**src/rtl/uart_tx_frame_gen_if.sv**
```systemverilog
// Parallel-side bundle for the UART transmit frame generator.
// master: word source (P_DATA, Data_Valid, PAR_EN, PAR_TYP, Prescale) and
// observer of TX_OUT, Busy, Done; slave: the frame generator itself.
interface uart_tx_frame_gen_if #(
    parameter int DATA_WIDTH = 8
);
    logic [DATA_WIDTH-1:0] P_DATA;
    logic                  Data_Valid;
    logic                  PAR_EN;
    logic                  PAR_TYP;
    logic [5:0]            Prescale;
    logic                  TX_OUT;
    logic                  Busy;
    logic                  Done;

    modport master (
        output P_DATA, Data_Valid, PAR_EN, PAR_TYP, Prescale,
        input  TX_OUT, Busy, Done
    );

    modport slave (
        input  P_DATA, Data_Valid, PAR_EN, PAR_TYP, Prescale,
        output TX_OUT, Busy, Done
    );
endinterface

```
**src/rtl/uart_tx_frame_gen.sv**
```systemverilog
// UART transmit frame generator: start, DATA_WIDTH data bits LSB first,
// optional parity, stop; each bit held Prescale CLK cycles (0 acts as 1).
// Ports: CLK, RST (async active-low), bus (slave: P_DATA, Data_Valid,
// PAR_EN, PAR_TYP, Prescale in; TX_OUT registered, Busy, Done out).
// Macro UART_TX_TWO_STOP_EN: two stop bits instead of one.
module uart_tx_frame_gen #(
    parameter int DATA_WIDTH = 8
) (
    input logic              CLK,
    input logic              RST,
    uart_tx_frame_gen_if.slave bus
);
    typedef enum logic [2:0] {
        IDLE,
        START,
        DATA,
        PARITY,
        STOP
    } state_t;

    localparam logic [2:0] LAST_BIT = 3'(DATA_WIDTH - 1);
`ifdef UART_TX_TWO_STOP_EN
    localparam logic [2:0] LAST_STOP = 3'd1;
`else
    localparam logic [2:0] LAST_STOP = 3'd0;
`endif

    state_t                state, state_n;
    logic [5:0]            edge_cnt, edge_n;
    logic [2:0]            bit_cnt, bit_n;
    logic [5:0]            pre_q, pre_n;
    logic [DATA_WIDTH-1:0] data_q, data_n;
    logic                  pen_q, pen_n;
    logic                  par_q, par_n;
    logic                  tx_q, tx_n;
    logic                  edge_last;
    logic                  accept;

    assign accept    = (state == IDLE) && bus.Data_Valid;
    assign edge_last = (edge_cnt == pre_q - 6'd1);

    // Frame configuration is captured only on acceptance
    always_comb begin
        data_n = data_q;
        pre_n  = pre_q;
        pen_n  = pen_q;
        par_n  = par_q;
        if (accept) begin
            data_n = bus.P_DATA;
            pre_n  = (bus.Prescale == 6'd0) ? 6'd1 : bus.Prescale;
            pen_n  = bus.PAR_EN;
            par_n  = (^bus.P_DATA) ^ bus.PAR_TYP;
        end
    end

    always_comb begin
        state_n = state;
        edge_n  = edge_cnt;
        bit_n   = bit_cnt;
        if (state != IDLE) begin
            edge_n = edge_last ? 6'd0 : edge_cnt + 6'd1;
        end
        unique case (state)
            IDLE: begin
                if (bus.Data_Valid) begin
                    state_n = START;
                    edge_n  = 6'd0;
                    bit_n   = 3'd0;
                end
            end
            START: begin
                if (edge_last) begin
                    state_n = DATA;
                    bit_n   = 3'd0;
                end
            end
            DATA: begin
                if (edge_last) begin
                    if (bit_cnt == LAST_BIT) begin
                        state_n = pen_q ? PARITY : STOP;
                        bit_n   = 3'd0;
                    end else begin
                        bit_n = bit_cnt + 3'd1;
                    end
                end
            end
            PARITY: begin
                if (edge_last) begin
                    state_n = STOP;
                    bit_n   = 3'd0;
                end
            end
            STOP: begin
                // bit_cnt doubles as the stop-bit index
                if (edge_last) begin
                    if (bit_cnt == LAST_STOP) begin
                        state_n = IDLE;
                        bit_n   = 3'd0;
                    end else begin
                        bit_n = bit_cnt + 3'd1;
                    end
                end
            end
            default: begin
                state_n = IDLE;
                edge_n  = 6'd0;
                bit_n   = 3'd0;
            end
        endcase
    end

    // Line level is decoded from next-state values and registered
    always_comb begin
        tx_n = 1'b1;
        unique case (state_n)
            IDLE:    tx_n = 1'b1;
            START:   tx_n = 1'b0;
            DATA:    tx_n = data_n[bit_n];
            PARITY:  tx_n = par_n;
            STOP:    tx_n = 1'b1;
            default: tx_n = 1'b1;
        endcase
    end

    always_ff @(posedge CLK or negedge RST) begin
        if (!RST) begin
            state    <= IDLE;
            edge_cnt <= 6'd0;
            bit_cnt  <= 3'd0;
            pre_q    <= 6'd0;
            data_q   <= '0;
            pen_q    <= 1'b0;
            par_q    <= 1'b0;
            tx_q     <= 1'b1;
        end else begin
            state    <= state_n;
            edge_cnt <= edge_n;
            bit_cnt  <= bit_n;
            pre_q    <= pre_n;
            data_q   <= data_n;
            pen_q    <= pen_n;
            par_q    <= par_n;
            tx_q     <= tx_n;
        end
    end

    assign bus.TX_OUT = tx_q;
    assign bus.Busy   = (state != IDLE);
    assign bus.Done   = (state == STOP) && edge_last
                        && (bit_cnt == LAST_STOP);
endmodule

```
**src/flat_wrapper.sv**
```systemverilog
// flat-port wrapper written by rule: the top's interface ports become plain ports
module uart_tx_frame_gen_flat 
#(
    parameter int DATA_WIDTH = 8
)
  (CLK, RST, bus_P_DATA, bus_Data_Valid, bus_PAR_EN, bus_PAR_TYP, bus_Prescale, bus_TX_OUT, bus_Busy, bus_Done);
  uart_tx_frame_gen_if #(.DATA_WIDTH(DATA_WIDTH)) bus_i ();
  input logic CLK;
  input logic RST;
  input wire logic [$bits(bus_i.P_DATA)-1:0] bus_P_DATA;
  input wire logic [$bits(bus_i.Data_Valid)-1:0] bus_Data_Valid;
  input wire logic [$bits(bus_i.PAR_EN)-1:0] bus_PAR_EN;
  input wire logic [$bits(bus_i.PAR_TYP)-1:0] bus_PAR_TYP;
  input wire logic [$bits(bus_i.Prescale)-1:0] bus_Prescale;
  output wire logic [$bits(bus_i.TX_OUT)-1:0] bus_TX_OUT;
  output wire logic [$bits(bus_i.Busy)-1:0] bus_Busy;
  output wire logic [$bits(bus_i.Done)-1:0] bus_Done;
  assign bus_i.P_DATA = bus_P_DATA;
  assign bus_i.Data_Valid = bus_Data_Valid;
  assign bus_i.PAR_EN = bus_PAR_EN;
  assign bus_i.PAR_TYP = bus_PAR_TYP;
  assign bus_i.Prescale = bus_Prescale;
  assign bus_TX_OUT = bus_i.TX_OUT;
  assign bus_Busy = bus_i.Busy;
  assign bus_Done = bus_i.Done;
  uart_tx_frame_gen #(.DATA_WIDTH(DATA_WIDTH)) u_core (.CLK(CLK), .RST(RST), .bus(bus_i));
endmodule
```
**config.mk**
```make
export PLATFORM = sky130hd
export DESIGN_NAME = uart_tx_frame_gen_flat
export DESIGN_NICKNAME = d
export VERILOG_FILES = /design/src/rtl/uart_tx_frame_gen_if.sv /design/src/rtl/uart_tx_frame_gen.sv /design/src/flat_wrapper.sv
export SDC_FILE = /design/constraint.sdc
export NUM_CORES = 1
export LEC_CHECK = 0
export BUFFER_PORTS_ARGS = -buffer_cell sky130_fd_sc_hd__buf_2
export CAP_MARGIN = 5
export CORE_MARGIN = 3
export CORE_UTILIZATION = 50
export DETAILED_ROUTE_END_ITERATION = 10
export HOLD_SLACK_MARGIN = 0.06
export PLACE_DENSITY_LB_ADDON = 0.15
export SYNTH_ARGS = -nofsm -noshare
export SYNTH_HDL_FRONTEND = slang
export SYNTH_SLANG_ARGS = --single-unit
```
**constraint.sdc**
```tcl
create_clock -name CLK -period 2.2 [get_ports CLK]
set_clock_uncertainty 0.05 [all_clocks]
set_input_delay 0 -clock CLK [delete_from_list [all_inputs] [get_ports CLK]]
set_output_delay 0 -clock CLK [all_outputs]
set_load 0.01 [all_outputs]
```
==> results.sh, run 1 <==
export IMPL_fp_coreArea_um2=3390
export IMPL_required_ns=2.41
export IMPL_ys_top_cells_by_count="28 x dfrtp_1, 19 x nor2_1, 15 x mux2_2"
export IMPL_max_cap_violations=0
export IMPL_num_rows=21
export IMPL_rrSetupSlack_ns=-0.28
export IMPL_r2r_start="u_core.pre_q[2]"
export IMPL_clock_path_buffers=2
export IMPL_ys_seq_area_frac=0.409
export IMPL_synth_avg_cell_area_um2=9.62
export IMPL_dieHeight_um=65.7
export IMPL_powerDensity_nw_per_um2=1410
export IMPL_critPathKind="flip-flop to flip-flop"
export IMPL_drv_slew=0
export IMPL_power_leakage_nw=1.12
export IMPL_ys_flop_type="dfrtp_1"
export IMPL_via_per_inst=5.58
export IMPL_min_from="bus_Data_Valid"
export IMPL_grt_max_degree=30
export IMPL_start_util=0.525
export IMPL_clock_latency_ns=0.33
export IMPL_violations="setup timing"
export IMPL_layout_setup_ws_ns=-0.283
export IMPL_setup_viol=2
export IMPL_vdd_drop_max_mv=0.650
export IMPL_hold_viol=0
export IMPL_io_pin_count=22
export IMPL_slew_headroom=0.554
export IMPL_cts_buffers=5
export IMPL_grt_pass1_wl_um=8050
export IMPL_synthesis_area_um2=1780
export IMPL_crit_chain="nand2b_4 > o211a_1 > o31a_1 > or2_4 > or4_4 > nand3_4 > a31oi_1 > o21ai_1 > nand3b_1"
export IMPL_hp_class="input port to flip-flop"
export IMPL_final_nets=273
export IMPL_worstPathMaxFanout=5
export IMPL_hold_end="u_core.edge_cnt[1]"
export IMPL_place_hpwl_um=3160
export IMPL_die_w_um=65.7
export IMPL_worstMarginPinSlew_ns=0.669
export IMPL_grt_setup_unrepaired="yes"
export IMPL_ys_warn_count=0
export IMPL_grt_pass1_vias=1783
export IMPL_worstReg2RegEnd="u_core.bus.TX_OUT"
export IMPL_place_congestion=0.886
export IMPL_vias=1653
export IMPL_synth_edf_count=0
export IMPL_cp_arrival_ns=2.70
export IMPL_pre_cts_ws_ns=-0.256
export IMPL_synthTopCellsByArea="dfrtp_1 39%, mux2_2 9.5%, xnor2_1 5.9%"
export IMPL_status="finished with violations"
export IMPL_grt_usage=0.247
export IMPL_drive_above_1_share=0.376
export IMPL_finalWirelength_um=4880
export IMPL_areaGrowthSynthToFinish_pct=39.4
export IMPL_yosys_area_top_type="dfrtp_1"
export IMPL_grt_overflow=0
export IMPL_slowest_delay_ns=0.55
export IMPL_synth_nets=209
export IMPL_cp_slowest_cell="or4_4"
export IMPL_die_area_um2=4310
export IMPL_drt_iter0_drc=108
export IMPL_drtPass1Iterations=4
export IMPL_synthCells=185
export IMPL_reg2reg_depth=9
export IMPL_fin_crit_sh=1.13
export IMPL_antenna_found_initial=0
export IMPL_min_path_cells=4
export IMPL_n_fill_cell=233
export IMPL_netlist_area_leader_share=0.394
export IMPL_yosysUniqueCellTypes=46
export IMPL_clkTransAtPathRegs_ns=0.10
export IMPL_fmax_mhz=403
export IMPL_cts_tree="done"
export IMPL_wl_per_cell_um=16.5
export IMPL_timing_hold_ws_ns=0.0928
export IMPL_antenna_left=0
export IMPL_htree_num_levels=2
export IMPL_cts_root_buf="clkbuf_4"
export IMPL_yosysMostFrequentCell="dfrtp_1"
export IMPL_cp_start_kind="flip-flop"
export IMPL_cts_sinks=29
export IMPL_n_antenna_cell=0
export IMPL_crit_path_end_kind="flip-flop"
export IMPL_synthArstFlopShare=1.00
export IMPL_final_min_clock_period_ns=2.48
export IMPL_ys_ff_latch=29
export IMPL_io_buffers=21
export IMPL_drc=0
layer usage:
metal  up-vias  GRT usage  wire (µm)
met5         -          0          0
met3        11     0.0462        192
met2        57      0.422       2550
li1        783          -          -
met4         0      0.127         99
met1       802      0.292       2040
cell families after synthesis:
| kind of cell | count (synthesis) | share of synthesized area |
|---|---|---|
| AND/OR/NAND/NOR | 61 | 0.193 |
| multiplexers | 16 | 0.101 |
| buffers and inverters | 19 | 0.0436 |
| flip-flops | 29 | 0.409 |
| XOR/XNOR | 18 | 0.0886 |
| AO/OA/AOI/OAI | 37 | 0.130 |
| adder cells (fa/ha/maj) | 5 | 0.0352 |
flip-flops by register name, summed over array words and instances (netlist names):
signal / flops
u_core.pen_q: 1
u_core.pre_q: 6
u_core.bus.TX_OUT: 1
u_core.bit_cnt: 3
u_core.data_q: 8
u_core.state: 3
u_core.par_q: 1
u_core.edge_cnt: 6
critical path, delay by kind of cell (launching register included):
kind,cells,cell delay [ns]
flops,1,0.48
simple gates,5,1.16
compound gates,4,0.72
layout by cell type, fill, tap and decap left out, types with 2 or more instances in the layout:
master and n:
dfrtp_1 27, nor2_1 17, a22oi_1 2, xnor2_1 11
nor2_2 2, o21ai_1 9, nor4_4 2, o22ai_1 2
mux2_2 15, nand3_2 4, buf_6 4, nand3_1 4
inv_2 2, dlygate4sd3_1 16, xor2_1 6, clkbuf_4 5
inv_1 11, buf_4 22, nand2_1 9, ha_1 4
a21oi_1 7, nor3_1 3, nand2b_1 3, a31oi_1 3
buf_2 21, o21ai_0 3, nand4_1 2
how the worst max path moves through the flow:
stage / start / to
final: u_core.pre_q[2] / u_core.bus.TX_OUT
after global placement: u_core.pre_q[0] / u_core.bus.TX_OUT
after floorplan: u_core.pre_q[0] / u_core.bus.TX_OUT
after detailed placement: u_core.pre_q[0] / u_core.bus.TX_OUT
after global routing: u_core.pre_q[1] / u_core.bus.TX_OUT
after CTS: u_core.pre_q[0] / u_core.bus.TX_OUT
power breakdown:
group          switching (mW)  internal, mW  leakage (nW)
registers               0.242         0.789         0.356
clock network           0.206         0.270        0.0445
logic                   0.983          1.00         0.715
total                    1.43          2.06          1.12
through the flow:
| stage | utilization | setup TNS, ns | power, mW | cells | cell area [µm²] |
|---|---|---|---|---|---|
| global route | 0.732 | -0.535 | 3.71 | 296 | 2480 |
| global placement | 0.613 | -0.168 | 2.56 | 268 | 2080 |
| CTS | 0.715 | -0.241 | 3.32 | 294 | 2420 |
| detailed placement | 0.613 | -0.256 | 2.65 | 268 | 2080 |
| floorplan | - | -0.217 | 2.06 | 185 | 1780 |
| finish | 0.732 | -0.353 | 3.49 | 296 | 2480 |
timing repair:
action	CTS	global route
endpoints found under the hold margin	44	0
pin swaps	18	10
hold buffers	16	0
gates cloned	0	1
setup buffers	2	1
gates resized for setup	19	11
endpoints found under the setup margin	3	11
final cells by class:
type                       count  area, µm²  area share
multi-input combinational    137       1080       0.436
sequential                    29        728       0.294
timing repair buffer          63        475       0.192
tap                           46       57.6      0.0232
clock buffer                   6       51.3      0.0207
inverter                      13       48.8      0.0197
clock inverter                 2       37.5      0.0151
No activity file was read; power rests on OpenSTA's default activity.
==> run 2, diff against run 1 <==
--- a/config.mk
+++ b/config.mk
@@ -12,6 +12,7 @@
 export DETAILED_ROUTE_END_ITERATION = 10
 export HOLD_SLACK_MARGIN = 0.06
 export PLACE_DENSITY_LB_ADDON = 0.15
+export RECOVER_POWER = 100
 export SYNTH_ARGS = -nofsm -noshare
 export SYNTH_HDL_FRONTEND = slang
 export SYNTH_SLANG_ARGS = --single-unit
==> run 2 against run 1 <==
  * The flow finishes with violations (capacitance limit, slew limit, setup timing)
  * Sequential cell count is the same
  * Hold slack gained 0.0028 ns
  * Power barely moved
==> results.sh, run 2 (synthesized netlist as in run 1, its figures left out) <==
export IMPL_stdcell_area_um2=2480
export IMPL_min_from="bus_Data_Valid"
export IMPL_n_fill_cell=234
export IMPL_hold_viol=0
export IMPL_final_nets=273
export IMPL_worstPathMaxFanout=5
export IMPL_p_switching_mw=1.43
export IMPL_largestRegisters="u_core.data_q: 8 flops, u_core.edge_cnt: 6 flops, u_core.pre_q: 6 flops"
export IMPL_worstReg2RegEnd="u_core.bus.TX_OUT"
export IMPL_cts_root_buf="clkbuf_4"
export IMPL_antenna_found_initial=0
export IMPL_min_path_cells=4
export IMPL_grt_pass1_vias=1783
export IMPL_areaGrowthSynthToFinish_pct=39.2
export IMPL_largest_reg_flops=8
export IMPL_finalWirelength_um=4900
export IMPL_p_sw_frac=0.410
export IMPL_rrSetupSlack_ns=-0.28
export IMPL_fp_coreArea_um2=3390
export IMPL_power_total_mw=3.49
export IMPL_place_congestion=0.886
export IMPL_finalSetupTns_ns=-0.351
export IMPL_n_antenna_cell=0
export IMPL_io_pin_count=22
export IMPL_start_util=0.525
export IMPL_hold_end="u_core.edge_cnt[1]"
export IMPL_cp_arrival_ns=2.70
export IMPL_cp_start_kind="flip-flop"
export IMPL_r2r_start="u_core.pre_q[2]"
export IMPL_final_common_cell="dfrtp_1"
export IMPL_dpl_cell_area_um2=2080
export IMPL_cts_tree="done"
export IMPL_internal_power_mw=2.06
export IMPL_p_seq_frac=0.295
export IMPL_vias=1645
export IMPL_io_buffers=21
export IMPL_reg2reg_depth=9
export IMPL_drive_above_1_share=0.368
export IMPL_pre_cts_ws_ns=-0.256
export IMPL_dieHeight_um=65.7
export IMPL_violations="capacitance limit, slew limit, setup timing"
export IMPL_top_register="u_core.data_q"
export IMPL_vdd_drop_max_mv=0.650
export IMPL_status="finished with violations"
export IMPL_grt_setup_unrepaired="yes"
export IMPL_power_leakage_nw=1.11
export IMPL_drv_slew=30
export IMPL_layout_setup_ws_ns=-0.282
export IMPL_cts_buffers=5
export IMPL_crit_start="u_core.pre_q[2]"
export IMPL_powerDensity_nw_per_um2=1410
export IMPL_final_cell_mix="27 x dfrtp_1, 22 x buf_4, 19 x buf_2, 17 x nor2_1, 16 x dlygate4sd3_1"
export IMPL_worstMarginPinSlew_ns=1.64
export IMPL_die_area_um2=4310
export IMPL_fin_crit_sh=1.13
export IMPL_wl_per_cell_um=16.5
export IMPL_grt_max_degree=30
export IMPL_num_rows=21
export IMPL_drc=0
export IMPL_die_w_um=65.7
export IMPL_fmax_mhz=403
export IMPL_final_min_clock_period_ns=2.48
export IMPL_clock_path_buffers=2
export IMPL_critPathKind="flip-flop to flip-flop"
export IMPL_grt_pass1_wl_um=8050
export IMPL_via_per_inst=5.56
export IMPL_slew_headroom=-0.0910
export IMPL_cts_sinks=29
export IMPL_hp_class="input port to flip-flop"
export IMPL_crit_path_end_kind="flip-flop"
export IMPL_antenna_left=0
export IMPL_clock_latency_ns=0.33
export IMPL_clkPwrFrac=0.136
export IMPL_required_ns=2.41
export IMPL_grt_usage=0.247
export IMPL_max_cap_violations=1
export IMPL_clkTransAtPathRegs_ns=0.10
export IMPL_setup_viol=2
export IMPL_htree_num_levels=2
export IMPL_place_hpwl_um=3160
export IMPL_drtPass1Iterations=4
export IMPL_drt_iter0_drc=108
export IMPL_grt_overflow=0
export IMPL_combPwrFrac=0.569
run 2: cell count changes in the layout (fill, tap and decap cells not counted):
cell / change
buf_2: -2
clkbuf_1: +2
run 2: through the flow:
step                      instances  hold WS [ns]   util
after floorplan                 185        -0.346      -
after global placement          268       0.00310  0.613
after detailed placement        268        0.0171  0.613
after CTS                       294        0.0867  0.715
after global routing            296         0.155  0.731
final                           296        0.0956  0.731
run 2: critical path, stage by stage (launching register included):
cell      delay [ns]
dfrtp_2         0.48
nand2b_4        0.16
o211a_1         0.20
o31a_1          0.27
or2_4           0.27
or4_4           0.55
nand3_4         0.08
a31oi_1         0.09
o21ai_1         0.16
nand3b_1        0.10
run 2: cell type report:
cell class                 count  area (µm²)  area share
clock buffer                   6        51.3      0.0207
inverter                      13        48.8      0.0197
timing repair buffer          63         473       0.191
tap                           46        57.6      0.0232
sequential                    29         728       0.294
clock inverter                 2        37.5      0.0152
multi-input combinational    137        1080       0.436
run 2: worst max-delay path by stage:
stage / to / cells past startpoint
floorplan: u_core.bus.TX_OUT / 11
global placement: u_core.bus.TX_OUT / 11
finish: u_core.bus.TX_OUT / 9
CTS: u_core.bus.TX_OUT / 10
global route: u_core.bus.TX_OUT / 10
detailed placement: u_core.bus.TX_OUT / 12
run 2: timing repair:
action,4_1_cts,5_1_grt
endpoints found under the setup margin,3,11
endpoints found under the hold margin,44,0
pin swaps,18,10
hold buffers,16,0
gates cloned,0,1
resized for setup,19,11
setup buffers,2,1
run 2: power groups by stage:
| stage | clock network, mW | registers, mW | logic, mW |
|---|---|---|---|
| floorplan | 0 | 0.962 | 1.10 |
| global placement | 0 | 0.979 | 1.58 |
| detailed placement | 0 | 0.991 | 1.66 |
| CTS | 0.478 | 1.01 | 1.83 |
| global route | 0.507 | 1.05 | 2.15 |
| finish | 0.475 | 1.03 | 1.98 |
run 2: routing by layer:
| metal | routed length, µm | track usage |
|---|---|---|
| met5 | 0 | 0 |
| met2 | 2530 | 0.422 |
| met1 | 2060 | 0.292 |
| met4 | 104 | 0.127 |
| met3 | 205 | 0.0462 |
